`config.mk`:
```
export PLATFORM = sky130hd
export DESIGN_NAME = mon_event_arbiter_flat
export DESIGN_NICKNAME = d
export VERILOG_FILES = /design/src/rtl/mon_event_arbiter_if.sv /design/src/rtl/mon_event_arbiter.sv /design/src/flat_wrapper.sv
export SDC_FILE = /design/constraint.sdc
export NUM_CORES = 1
export LEC_CHECK = 0
export CORE_MARGIN = 10
export CORE_UTILIZATION = 35
export CTS_CLUSTER_SIZE = 40
export DETAILED_ROUTE_END_ITERATION = 10
export GPL_TIMING_DRIVEN = 0
export HOLD_SLACK_MARGIN = 0.03
export PLACE_DENSITY = 0.75
export SLEW_MARGIN = 20
export SYNTH_ARGS = -nofsm -noshare
export SYNTH_HDL_FRONTEND = slang
export SYNTH_SLANG_ARGS = --single-unit
```
`constraint.sdc`:
```
create_clock -name clk -period 3.75 [get_ports clk]
set_input_delay 0.375 -clock clk [delete_from_list [all_inputs] [get_ports clk]]
set_output_delay 0.375 -clock clk [all_outputs]
set_load 0.05 [all_outputs]
```
`src/rtl/mon_event_arbiter_if.sv`:
```
// Requester-side and event-side handshake bundle for mon_event_arbiter.
// The evt_stamp signal is present only when MON_ARB_TIMESTAMP_EN is defined.
interface mon_event_arbiter_if #(
    parameter int unsigned NUM_REQ = 4,
    parameter int unsigned DATA_W  = 32
);
    localparam int unsigned SRC_W = $clog2(NUM_REQ);

    logic [NUM_REQ-1:0]        req_valid;
    logic [NUM_REQ-1:0]        req_ready;
    logic [NUM_REQ*DATA_W-1:0] req_data;
    logic                      evt_valid;
    logic                      evt_ready;
    logic [SRC_W-1:0]          evt_src;
    logic [DATA_W-1:0]         evt_data;
    logic [31:0]               evt_seq;
`ifdef MON_ARB_TIMESTAMP_EN
    logic [31:0]               evt_stamp;

    modport master (
        input  req_valid, req_data, evt_ready,
        output req_ready, evt_valid, evt_src, evt_data, evt_seq, evt_stamp
    );
    modport slave (
        output req_valid, req_data, evt_ready,
        input  req_ready, evt_valid, evt_src, evt_data, evt_seq, evt_stamp
    );
`else
    modport master (
        input  req_valid, req_data, evt_ready,
        output req_ready, evt_valid, evt_src, evt_data, evt_seq
    );
    modport slave (
        output req_valid, req_data, evt_ready,
        input  req_ready, evt_valid, evt_src, evt_data, evt_seq
    );
`endif
endinterface

```
`src/rtl/mon_event_arbiter.sv`:
```
// Round-robin arbiter sharing one monitor channel among NUM_REQ collectors, with a
// one-deep output register tagged by source and sequence number. Optional: MON_ARB_TIMESTAMP_EN.
module mon_event_arbiter #(
    parameter int unsigned NUM_REQ = 4,
    parameter int unsigned DATA_W  = 32,
    localparam int unsigned SRC_W  = $clog2(NUM_REQ)
) (
    input  logic                clk,
    input  logic                rst,
    input  logic                enable,
    input  logic [31:0]         cycle_count,
    mon_event_arbiter_if.master bus
);

    typedef enum logic {StEmpty, StFull} state_e;

    state_e            state_q, state_d;
    logic [SRC_W-1:0]  last_grant_q, last_grant_d;
    logic [SRC_W-1:0]  src_q;
    logic [DATA_W-1:0] data_q;
    logic [31:0]       seq_q;
    logic [31:0]       seq_next_q, seq_next_d;
    logic [SRC_W-1:0]  winner;
    logic [DATA_W-1:0] win_data;
    logic              found;
    logic              slot_free;
    logic              grant;

    assign slot_free = (state_q == StEmpty) || bus.evt_ready;
    assign grant     = enable && slot_free && found;

    // Circular search starting one past the previous winner.
    always_comb begin
        logic [SRC_W-1:0] idx;
        idx    = last_grant_q;
        winner = '0;
        found  = 1'b0;
        for (int k = 0; k < NUM_REQ; k++) begin
            idx = (idx == SRC_W'(NUM_REQ - 1)) ? '0 : idx + 1'b1;
            if (!found && bus.req_valid[idx]) begin
                found  = 1'b1;
                winner = idx;
            end
        end
    end

    always_comb begin
        win_data = '0;
        for (int i = 0; i < NUM_REQ; i++) begin
            if (winner == SRC_W'(i)) win_data = bus.req_data[i*DATA_W +: DATA_W];
        end
    end

    always_comb begin
        bus.req_ready = '0;
        if (grant && !rst) bus.req_ready[winner] = 1'b1;
    end

    always_comb begin
        state_d      = state_q;
        last_grant_d = last_grant_q;
        seq_next_d   = seq_next_q;
        if (grant) begin
            state_d      = StFull;
            last_grant_d = winner;
            seq_next_d   = seq_next_q + 32'd1;
        end else if (state_q == StFull && bus.evt_ready) begin
            state_d = StEmpty;
        end
    end

    always_ff @(posedge clk or posedge rst) begin
        if (rst) begin
            state_q      <= StEmpty;
            last_grant_q <= SRC_W'(NUM_REQ - 1);
            seq_next_q   <= '0;
            src_q        <= '0;
            data_q       <= '0;
            seq_q        <= '0;
        end else begin
            state_q      <= state_d;
            last_grant_q <= last_grant_d;
            seq_next_q   <= seq_next_d;
            if (grant) begin
                src_q  <= winner;
                data_q <= win_data;
                seq_q  <= seq_next_q;
            end
        end
    end

    assign bus.evt_valid = (state_q == StFull);
    assign bus.evt_src   = src_q;
    assign bus.evt_data  = data_q;
    assign bus.evt_seq   = seq_q;

`ifdef MON_ARB_TIMESTAMP_EN
    logic [31:0] stamp_q;

    always_ff @(posedge clk or posedge rst) begin
        if (rst)        stamp_q <= '0;
        else if (grant) stamp_q <= cycle_count;
    end

    assign bus.evt_stamp = stamp_q;
`else
    logic unused_cycle_count;
    assign unused_cycle_count = ^cycle_count;
`endif

`ifndef SYNTHESIS
    a_ready_onehot0 : assert property (@(posedge clk) disable iff (rst)
        $onehot0(bus.req_ready));
    a_ready_implies_valid : assert property (@(posedge clk) disable iff (rst)
        (bus.req_ready & ~bus.req_valid) == '0);
    a_hold_stable : assert property (@(posedge clk) disable iff (rst)
        (bus.evt_valid && !bus.evt_ready) |=>
            ($stable(bus.evt_src) && $stable(bus.evt_data) && $stable(bus.evt_seq)));
`ifdef MON_ARB_TIMESTAMP_EN
    a_hold_stamp : assert property (@(posedge clk) disable iff (rst)
        (bus.evt_valid && !bus.evt_ready) |=> $stable(bus.evt_stamp));
`endif
`endif

endmodule

```
`src/flat_wrapper.sv`:
```
// flat-port wrapper written by rule: the top's interface ports become plain ports
module mon_event_arbiter_flat 
#(
    parameter int unsigned NUM_REQ = 4,
    parameter int unsigned DATA_W  = 32,
    localparam int unsigned SRC_W  = $clog2(NUM_REQ)
)
  (clk, rst, enable, cycle_count, bus_req_valid, bus_req_data, bus_evt_ready, bus_req_ready, bus_evt_valid, bus_evt_src, bus_evt_data, bus_evt_seq);
  mon_event_arbiter_if #(.NUM_REQ(NUM_REQ), .DATA_W(DATA_W)) bus_i ();
  input  logic clk;
  input  logic rst;
  input  logic enable;
  input  logic [31:0] cycle_count;
  input wire logic [$bits(bus_i.req_valid)-1:0] bus_req_valid;
  input wire logic [$bits(bus_i.req_data)-1:0] bus_req_data;
  input wire logic [$bits(bus_i.evt_ready)-1:0] bus_evt_ready;
  output wire logic [$bits(bus_i.req_ready)-1:0] bus_req_ready;
  output wire logic [$bits(bus_i.evt_valid)-1:0] bus_evt_valid;
  output wire logic [$bits(bus_i.evt_src)-1:0] bus_evt_src;
  output wire logic [$bits(bus_i.evt_data)-1:0] bus_evt_data;
  output wire logic [$bits(bus_i.evt_seq)-1:0] bus_evt_seq;
  assign bus_i.req_valid = bus_req_valid;
  assign bus_i.req_data = bus_req_data;
  assign bus_i.evt_ready = bus_evt_ready;
  assign bus_req_ready = bus_i.req_ready;
  assign bus_evt_valid = bus_i.evt_valid;
  assign bus_evt_src = bus_i.evt_src;
  assign bus_evt_data = bus_i.evt_data;
  assign bus_evt_seq = bus_i.evt_seq;
  mon_event_arbiter #(.NUM_REQ(NUM_REQ), .DATA_W(DATA_W)) u_core (.clk(clk), .rst(rst), .enable(enable), .cycle_count(cycle_count), .bus(bus_i));
endmodule
```
# == Word level (Yosys, flattened, before mapping) ==
# Cells that the tools add are included.
# word_totals
reg_bits,101
word_cells,69
output_inout_bits,71
# op_classes
eq_ne,7
addsub,5
reduce_logical,15
bitwise,1
magnitude_cmp,6
mux,29
# ops
cell,n
two-way mux 32 bit,4
"adder 32 x 1 -> 32 bit, second input constant",1
two-way mux 2 bit,8
"< comparator 2 x 3 -> 1 bit, second input constant",5
"== test 2 bit, second input constant",6
two-way mux 1 bit,11
"adder 2 x 1 -> 2 bit, second input constant",4
binary-select mux 1 bit (select 2 bit),4
logical AND 1 bit,8
zero test 1 bit,4
two-way mux 4 bit,1
demux 1 bit (select 2 bit),1
"== test 2 x 1 -> 1 bit, second input constant",1
"greater-or-equal comparator 2 x 1 -> 1 bit, second input constant",1
zero test 2 bit,1
nonzero test 2 bit,1
logical OR 1 bit,1
NOT 1 bit,1

# == Longest topological paths before layout ==
# Gate-level depths: netlist of the first run.
# logic_depth
depth_word,19
depth_mapped,8

# == Least setup slack after synthesis of the first run ==
# No wires, ideal clock.
# synth_path
path_type,reg2out
start,register u_core.last_grant_q[0]
end,output bus_req_ready[2]
path_slack_ns,0.507
stages_incl_launch_ff,6
t_required_ns,3.375
t_arrival_ns,2.868
cell_sequence,dfstp_2 ha_1 a21oi_1 nor4_1 or3_1 nor4_1
# synth_via
elab_chain_len,19
# synth_rtl
element,line,text
"start, declared",mon_event_arbiter.sv:18,"logic [SRC_W-1:0] last_grant_q, last_grant_d;"
"start signal, assigned",mon_event_arbiter.sv:75,last_grant_q <= SRC_W'(NUM_REQ - 1);
"start signal, assigned",mon_event_arbiter.sv:82,last_grant_q <= last_grant_d;
adder 2 x 1 -> 2 bit / == test 2 bit (equally long branches),mon_event_arbiter.sv:39,idx = (idx == SRC_W'(NUM_REQ - 1)) ? '0 : idx + 1'b1;
two-way mux 2 bit (*),mon_event_arbiter.sv:39,
branches (longest 16 deep; another with < comparator 2 x 3 -> 1 bit),n/a,
two-way mux 4 bit (*),mon_event_arbiter.sv:56,if (grant && !rst) bus.req_ready[winner] = 1'b1;
"end, declared",flat_wrapper.sv:17,output wire logic [$bits(bus_i.req_ready)-1:0] bus_req_ready;
# Mark *: on every way between the ends. The select of a mux whose other input is x is not followed.

# == Worst setup path after layout of the first run ==
# layout_path
start,register u_core.last_grant_q[0]
end,output bus_req_ready[0]
# Same word-level chain as after synthesis.

==> results of run 1 <==
[synthesized netlist by cell type (2+ instances only)]
cell	count	area share [%]
sky130_fd_sc_hd__a21oi_1	4	0.41
sky130_fd_sc_hd__and4_1	4	0.72
sky130_fd_sc_hd__buf_1	4	0.31
sky130_fd_sc_hd__buf_2	9	0.93
sky130_fd_sc_hd__clkbuf_1	13	1.0
sky130_fd_sc_hd__dfrtp_1	99	51
sky130_fd_sc_hd__dfstp_2	2	1.1
sky130_fd_sc_hd__ha_1	2	0.51
sky130_fd_sc_hd__inv_1	5	0.39
sky130_fd_sc_hd__mux2i_1	64	13
sky130_fd_sc_hd__nand2_1	147	11
sky130_fd_sc_hd__nand3_1	14	1.4
sky130_fd_sc_hd__nand4_1	6	0.77
sky130_fd_sc_hd__nor2_1	7	0.54
sky130_fd_sc_hd__nor2b_1	3	0.39
sky130_fd_sc_hd__nor3_1	4	0.41
sky130_fd_sc_hd__nor4_1	6	0.77
sky130_fd_sc_hd__nor4_4	2	0.87
sky130_fd_sc_hd__o211ai_1	2	0.31
sky130_fd_sc_hd__o21ai_0	4	0.41
sky130_fd_sc_hd__o221ai_1	32	5.8
sky130_fd_sc_hd__xnor2_1	26	4.7
sky130_fd_sc_hd__xor2_1	5	0.90
[cells by family after synthesis]
group                      count (synthesis)  share of synthesized area, %
and+or+nand+nor                          202                          18.8
DFF                                      101                          52.0
muxes                                     64                          13.2
AOI/OAI and AO/OA                         43                          7.08
buffers and inverters                     32                          2.86
xor gates and xnor gates                  31                          5.58
adders and majority gates                  2                         0.515
[worst max-delay path, stage by stage (launching register included)]
cell and delay (ns):
sky130_fd_sc_hd__dfstp_2 0.57, sky130_fd_sc_hd__ha_1 0.20, sky130_fd_sc_hd__o21ai_0 0.12, sky130_fd_sc_hd__o211ai_1 0.14, sky130_fd_sc_hd__nand2_1 0.14, sky130_fd_sc_hd__buf_2 0.24
sky130_fd_sc_hd__buf_2 0.25, sky130_fd_sc_hd__nor4_1 0.19, sky130_fd_sc_hd__clkdlybuf4s50_1 0.87
[area by class of cell]
cell class / count / area [um^2]
Buffer: 27 / 120
Clock buffer: 11 / 253
Clock inverter: 5 / 38.8
Fill cell: 1168 / 6250
Inverter: 5 / 23.8
Multi-Input combinational cell: 342 / 2190
Sequential cell: 101 / 2530
Tap cell: 180 / 225
Timing Repair Buffer: 207 / 2090
[registers in the layout (all words and copies together), names as in the netlist]
name / count
u_core.last_grant_q: 2
u_core.bus.evt_valid: 1
u_core.bus.evt_data: 32
u_core.bus.evt_src: 2
u_core.bus.evt_seq: 32
u_core.seq_next_q: 32
[per-layer routing]
metal | track usage, % | vias up | wire length [um]
li1 | - | 2099 | -
met1 | 20.6 | 2116 | 6710
met2 | 28.5 | 147 | 8540
met3 | 4.86 | 9 | 1380
met4 | 4.06 | 0 | 130
met5 | 0 | - | 0
[worst max path at each step]
stage               cells after the start  slack (ns)                            endpoint
global route                            8        0.16                    bus_req_ready[2]
detailed placement                      7        0.38                    bus_req_ready[3]
floorplan                               5        0.51                    bus_req_ready[2]
CTS                                     8        0.28                    bus_req_ready[0]
global placement                        2       -0.77  u_core.bus.evt_seq[13]$_DFFE_PP0P_
finish                                  8        0.31                    bus_req_ready[0]
[power groups by stage]
stage	clock (uW)	sequential, uW	combinational [uW]
global placement	0	1530	2720
finish	915	1530	2740
detailed placement	0	1550	2780
global route	980	1560	2900
floorplan	0	2250	1090
CTS	940	1530	2780
[metrics by stage]
step	total power, uW	util [%]	TNS [ns]	worst slack, ns
global placement	4260	52.1	-75.88	-0.772
global route	5440	54.5	0	0.164
CTS	5250	54.5	0	0.284
finish	5190	54.5	0	0.307
floorplan	3340	-	0	0.507
detailed placement	4330	52.3	0	0.375
==> results.md, run 1 <==
Power and ir drop:
- Internal power comes to ~2900 uW.
- The share of total power dissipated in combinational logic is 52.9%.
- The reported leakage power is between 0.003 and 0.004 uW.
- The switching power is 2300 uW.
- Per report_power, the clock group accounts for 17.6% of the total.
- The power per cell area is slightly below 700 nW/um^2.
- The register share of total power is between 20 and 30%.
- The net switching share of the total power is 44.3%.
- IR analysis of the VDD net gives a maximum drop of roughly 400 uV.

Layout:
- The synthesis-to-finish area growth is 53.7%.
- The commonest non-fill, non-tap cell in the layout is sky130_fd_sc_hd__clkdlybuf4s50_1.
- Summing all non-filler instances in the final layout gives an area of 7470 um^2.
- Leaving out fill and tap cells, the most frequent cells in the layout are sky130_fd_sc_hd__clkdlybuf4s50_1, sky130_fd_sc_hd__nand2_1, sky130_fd_sc_hd__dfrtp_1, sky130_fd_sc_hd__mux2i_1, sky130_fd_sc_hd__o221ai_1.
- The antenna diode count is 0.
- The fraction of layout cells with a size suffix above 1 is under 10%.
- The finished layout holds 878 standard cells, fillers aside.
- The net count of the finished layout is 863.

Setup path:
- The worst setup path is launched from a flip-flop.
- Measured in cells, the most critical reg-to-reg path has a length of 8.
- The critical path required time is 3.38 ns.
- The endpoint identified for the worst register-to-register timing path is u_core.bus.evt_data[27]$_DFFE_PP0P_.
- The startpoint identified for the worst register-to-register timing path is u_core.last_grant_q[0]$_DFFE_PP1P_.
- The most critical setup path has its startpoint at u_core.last_grant_q[0]$_DFFE_PP1P_.
- In this run the worst path has a maximum fanout of 10.
- The category of the worst setup path capture point is an output pin.
- Across all register-to-register paths, the minimum setup slack is 1.17 ns.
- At the worst endpoint, the arrival time is about 3.1 ns.
- The start-to-end type of the worst setup path is reg -> out.

Clock tree:
- The total clock buffers created by CTS is 9.
- Counting along the longest clock path gives a buffer depth of 2.
- The maximum level of the CTS H-tree is 3.
- The TritonCTS clock tree is yes.
- The cts-stage hold buffer count is 0.
- The buffer cell driving the clock tree root is sky130_fd_sc_hd__clkbuf_16.
- The number of setup buffers added after CTS is 0.
- At the later pin of the worst-skew pair, clock insertion delay measures 0.34 ns.
- The number of resized instances in the post-cts repair step is 0.
- CTS saw 101 sinks.
- The register clock-pin slew on the reported worst setup and hold paths is approximately 0.070 ns.

Yosys:
- The most instantiated flip-flop cell in the synthesis netlist is sky130_fd_sc_hd__dfrtp_1.
- The synthesized design contains 0 enable-type register cells.
- The number of distinct library cells after synthesis is 34.
- The cell count after synthesis is around 480.
- The area of the mapped netlist is 4860 um^2.
- The sequential-to-total area share from yosys stat is about 52%.
- A synthesized cell averages 10.2 um^2.
- The total number of yosys warnings is 0.
- The share of synthesized flip-flops with an asynchronous set or reset is 100%.
- The post-synthesis net count is 645.
- Synthesis inferred about 100 register bits.

Drt:
- For this block, the routed nets add up to 16.8 mm of wire.
- The via density per instance is around 5.
- The starting DRC count in detailed routing is ~240.
- The routed layout has 4371 vias.
- The number of detailed-route iterations in the first pass is 4.
- In the final routed layout, each cell accounts on average for 19.1 um.
- The residual DRC count is 0.
- In this run the remaining antenna-violating nets after routing total 0.

Run:
- The max-capacitance violation count is 0.

Global routing:
- The total global routing track utilization is approximately 17%.
- The wire length of the first global-routing pass is 25.4 mm.
- The initial antenna violation count was 0.
- Entering global routing, the biggest net connects 71 pins.
- The total grt overflow is 0.
- The via count of the first global-routing pass is 4455.

Die:
- The horizontal die dimension is around 140 um.
- The initial core utilization is 35.4%.
- In this run the count of I/O pins placed on the die edge is 239.
- The area of the die is 19000 um^2.
- Measured along the y axis, the die boundary spans 138 um.
- The floorplan core area is 13700 um^2.
- After floorplanning, the core was divided into 43 placement rows.

Hold path:
- The hold-critical path depth is 2.
- The classification of the worst-slack hold path is reg -> reg.
- The worst hold path startpoint is u_core.last_grant_q[1]$_DFFE_PP1P_.
- The worst hold path terminates at u_core.last_grant_q[1]$_DFFE_PP1P_.

STA:
- The normalized max-slew margin is 44.7%.
- Setup repair after global routing left no endpoint under its margin.
- The number of hold violations in the final report is 0.
- The final count of pins violating max slew is 0.
- The setup-violating endpoint count in the final report is 0.
- The final setup skew is 0.0126 ns.
- The maximum clock rate is 0.290 GHz.
- For the pin with the worst max-slew slack, the measured transition is 0.829 ns.
- The tightest hold path in the finished design has a slack of 0.460 ns.
- The final period demand of the worst path is about 3.4 ns.
- In the finished design, the share of the clock period the worst path needs comes to 91.8%.

Place:
- Once placement finished, the instance area stood at 7180 um^2.
- In this run the tool buffered the top-level ports with 206 buffer cells.
- The congestion estimate from routability-driven global placement came to 0.924.
- The total placed cells including tap cells is 862.
- The HPWL after detailed placement is 13.3 mm.

Status:
- The run finished with clean final reports.
Note: power is estimated with default switching activity, not from simulation.
==> inputs of run 2 (changes only) <==
==> constraint.sdc (replaced) <==
create_clock -name clk -period 3.75 [get_ports clk]
set_input_delay 0.375 -clock clk [delete_from_list [all_inputs] [get_ports clk]]
set_output_delay 0.375 -clock clk [all_outputs]
set_load 0.1 [all_outputs]
==> run 2 against run 1 <==
Compared with the run above:
- sequential share of layout area hardly changed
- via count down 0.41%
- largest power group unchanged
- combinational power increased by 30%
- clock power about the same
==> results.md, run 2 (synthesis results as in run 1) <==
Clock tree:
- TritonCTS built the clock tree.
- The maximum level of the CTS H-tree was 3 (unchanged).
- The cts-stage hold buffer count came to 0 (unchanged).
- The buffer cell driving the clock tree root is sky130_fd_sc_hd__clkbuf_16.
- The clock latency at the later pin of the worst-skew pair is 0.34 ns (about the same).
- The number of clock sinks is 101 (unchanged).
- The total clock buffers created by CTS came to 9 (unchanged).
- The largest buffer count on any clock path is 2 (unchanged).
- The register clock-pin slew on the reported worst setup and hold paths is 0.07 ns (about the same).

Setup path:
- The critical register-to-register path endpoint is u_core.bus.evt_data[27]$_DFFE_PP0P_.
- The maximum fanout encountered on the critical timing path is 10 (unchanged).
- The worst setup path endpoint is bus_req_ready[2].
- The reg2reg setup slack is 1.16 ns (about the same).
- The critical path starts at u_core.last_grant_q[0]$_DFFE_PP1P_.
- The category of the worst setup path capture point is an output pin.
- STA classifies the critical path startpoint as a flip-flop.
- The critical path required time is 3.38 ns (about the same).
- By startpoint and endpoint, the worst setup path is classified as reg -> out.
- The startpoint identified for the worst register-to-register timing path is u_core.last_grant_q[0]$_DFFE_PP1P_.
- The arrival time of data at the critical path endpoint was 3.10 ns (+0.03 ns).
- The depth of the worst register-to-register path is 8 (unchanged).

Global routing:
- The total grt overflow is 0 (unchanged).
- The wire length of the first global-routing pass was 25.4 mm (about the same).
- The initial antenna violation count was 0 (unchanged).
- The via count of the first global-routing pass was 4450 (-0.11%).
- The total global routing track utilization is 16.8% (about the same).
- The pin count of the biggest net entering global routing came to 71 (unchanged).

Drt:
- The number of detailed-route iterations in the first pass came to 4 (unchanged).
- The number of vias in the routed layout was 4353 (-0.41%).
- The starting DRC count in detailed routing is 243 (-0.41%).
- The via density per instance came to 4.96 (-0.41%).
- The residual antenna-violating net count after detailed routing is 0 (unchanged).
- The routed wire length is 16.7 mm (about the same).
- The mean routed wirelength per cell is 19.1 um (about the same).
- The residual DRC count is 0 (unchanged).

Layout:
- Leaving out fill and tap cells, the most frequent cells in the layout are sky130_fd_sc_hd__clkdlybuf4s50_1, sky130_fd_sc_hd__nand2_1, sky130_fd_sc_hd__dfrtp_1, sky130_fd_sc_hd__mux2i_1, sky130_fd_sc_hd__o221ai_1.
- The commonest non-fill, non-tap cell in the layout is sky130_fd_sc_hd__clkdlybuf4s50_1.
- The antenna diode count was 0 (unchanged).
- The post-layout net count is 863 (unchanged).
- The synthesis-to-finish area growth is 53.8% (about the same).
- The final core utilization is 54.5% (about the same).
- The fraction of layout cells with a size suffix above 1 is 5.30% (unchanged).
- The area of all placed cells without fillers is 7480 um^2 (about the same).

Die:
- The floorplan core area is 13700 um^2 (unchanged).
- The overall die height is 138 um (unchanged).
- The initial core utilization is 35.4% (unchanged).
- The area of the die is 19000 um^2 (unchanged).
- The total I/O pin count is 239 (unchanged).
- The count of standard-cell rows is 43 (unchanged).
- The horizontal die dimension is 138 um (unchanged).

Run:
- The max-capacitance violation count is 0 (unchanged).

STA:
- The normalized max-slew margin is 29.3% (-15 points).
- The share of the cycle needed by the critical path after routing is 92.6% (+0.75 points).
- Setup repair after global routing left no endpoint under its margin.
- The number of hold violations in the final report came to 0 (unchanged).
- The final count of pins violating max slew is 0 (unchanged).
- The worst hold margin is 0.460 ns (-0.0000990 ns).
- The maximum clock rate is 0.288 GHz (-0.81%).
- The final setup skew is 0.0104 ns (-0.00219 ns).
- The final period demand of the worst path is 3.47 ns (+0.0283 ns).
- The actual slew at the worst max-slew pin is 1.06 ns (+0.228 ns).
- The setup-violating endpoint count in the final report is 0 (unchanged).

Place:
- The count of buffers inserted at the top-level ports is 206 (unchanged).
- The half-perimeter wire length of the detailed placement result came to 13.3 mm (unchanged).
- The final weighted congestion in routability-driven placement is 0.924 (unchanged).
- The area of placed instances came to 7180 um^2 (unchanged).

Power and ir drop:
- The reported leakage power is 0.00333 uW (+1.4%).
- The power per cell area is 804 nW/um^2 (+16%).
- The maximum resistive drop on vdd is 413 uV (+3.2%).

Status:
- The flow ran to the end, and the final reports show no timing, DRC or antenna violations.

Hold path:
- The classification of the worst-slack hold path is reg -> reg.
[run 2: changes by cell type in the layout (fill, tap and decap cells not counted), sizes merged]
cell,delta
dlygate4sd2,+2
clkdlybuf4s50,-4
dlymetal6s2s,+2
[run 2: routing by layer]
metal	share of wire (%)	global-route usage, %	routed length [um]	vias up
met1	40	20.6	6710	2114
met5	0	0	0	-
met2	51	28.5	8530	131
met3	8.0	4.86	1340	11
li1	-	-	-	2097
met4	0.97	4.06	162	0
[run 2: worst min-delay path by stage]
stage,startpoint,end,slack [ns],cells after the start
final,u_core.last_grant_q[1]$_DFFE_PP1P_,u_core.last_grant_q[1]$_DFFE_PP1P_,0.46,2
after global routing,u_core.last_grant_q[1]$_DFFE_PP1P_,u_core.last_grant_q[1]$_DFFE_PP1P_,0.47,2
after CTS,u_core.last_grant_q[1]$_DFFE_PP1P_,u_core.last_grant_q[1]$_DFFE_PP1P_,0.46,2
after detailed placement,u_core.last_grant_q[1]$_DFFE_PP1P_,u_core.last_grant_q[1]$_DFFE_PP1P_,0.45,2
after global placement,u_core.last_grant_q[1]$_DFFE_PP1P_,u_core.last_grant_q[1]$_DFFE_PP1P_,0.45,2
after floorplan,u_core.last_grant_q[1]$_DFFE_PP1P_,u_core.last_grant_q[1]$_DFFE_PP1P_,0.44,2
[run 2: critical path, cell delays in order, from the launching register on]
cell                            delay [ns]
sky130_fd_sc_hd__dfstp_2              0.57
sky130_fd_sc_hd__ha_1                 0.20
sky130_fd_sc_hd__o21ai_0              0.12
sky130_fd_sc_hd__o211ai_1             0.15
sky130_fd_sc_hd__nand2_1              0.14
sky130_fd_sc_hd__buf_2                0.24
sky130_fd_sc_hd__buf_2                0.25
sky130_fd_sc_hd__nor4_1               0.17
sky130_fd_sc_hd__dlygate4sd2_1        0.91
[run 2: through the flow]
step	TNS, ns	cells	worst slack [ns]	total power, uW
finish	0	878	0.278	6010
global route	0	878	0.150	6260
CTS	0	878	0.0810	6070
detailed placement	0	862	0.0665	5150
global placement	-75.88	861	-0.772	5080
floorplan	-4.40	475	-1.10	4150
[run 2: cell type report]
cell class,instances,area (um^2)
Fill cell,1170,6240
Sequential cell,101,2530
Multi-Input combinational cell,342,2190
Timing Repair Buffer,207,2090
Clock buffer,11,253
Tap cell,180,225
Buffer,27,120
Clock inverter,5,38.8
Inverter,5,23.8
[run 2: repair_timing]
item,in CTS,in global routing
setup buffers,0,0
setup endpoints to repair,2,2
gates resized for setup,2,2
[run 2: power by group]
part | internal (uW) | switching, uW
sequential | 1350 | 179
combinational | 1040 | 2530
clock | 493 | 423
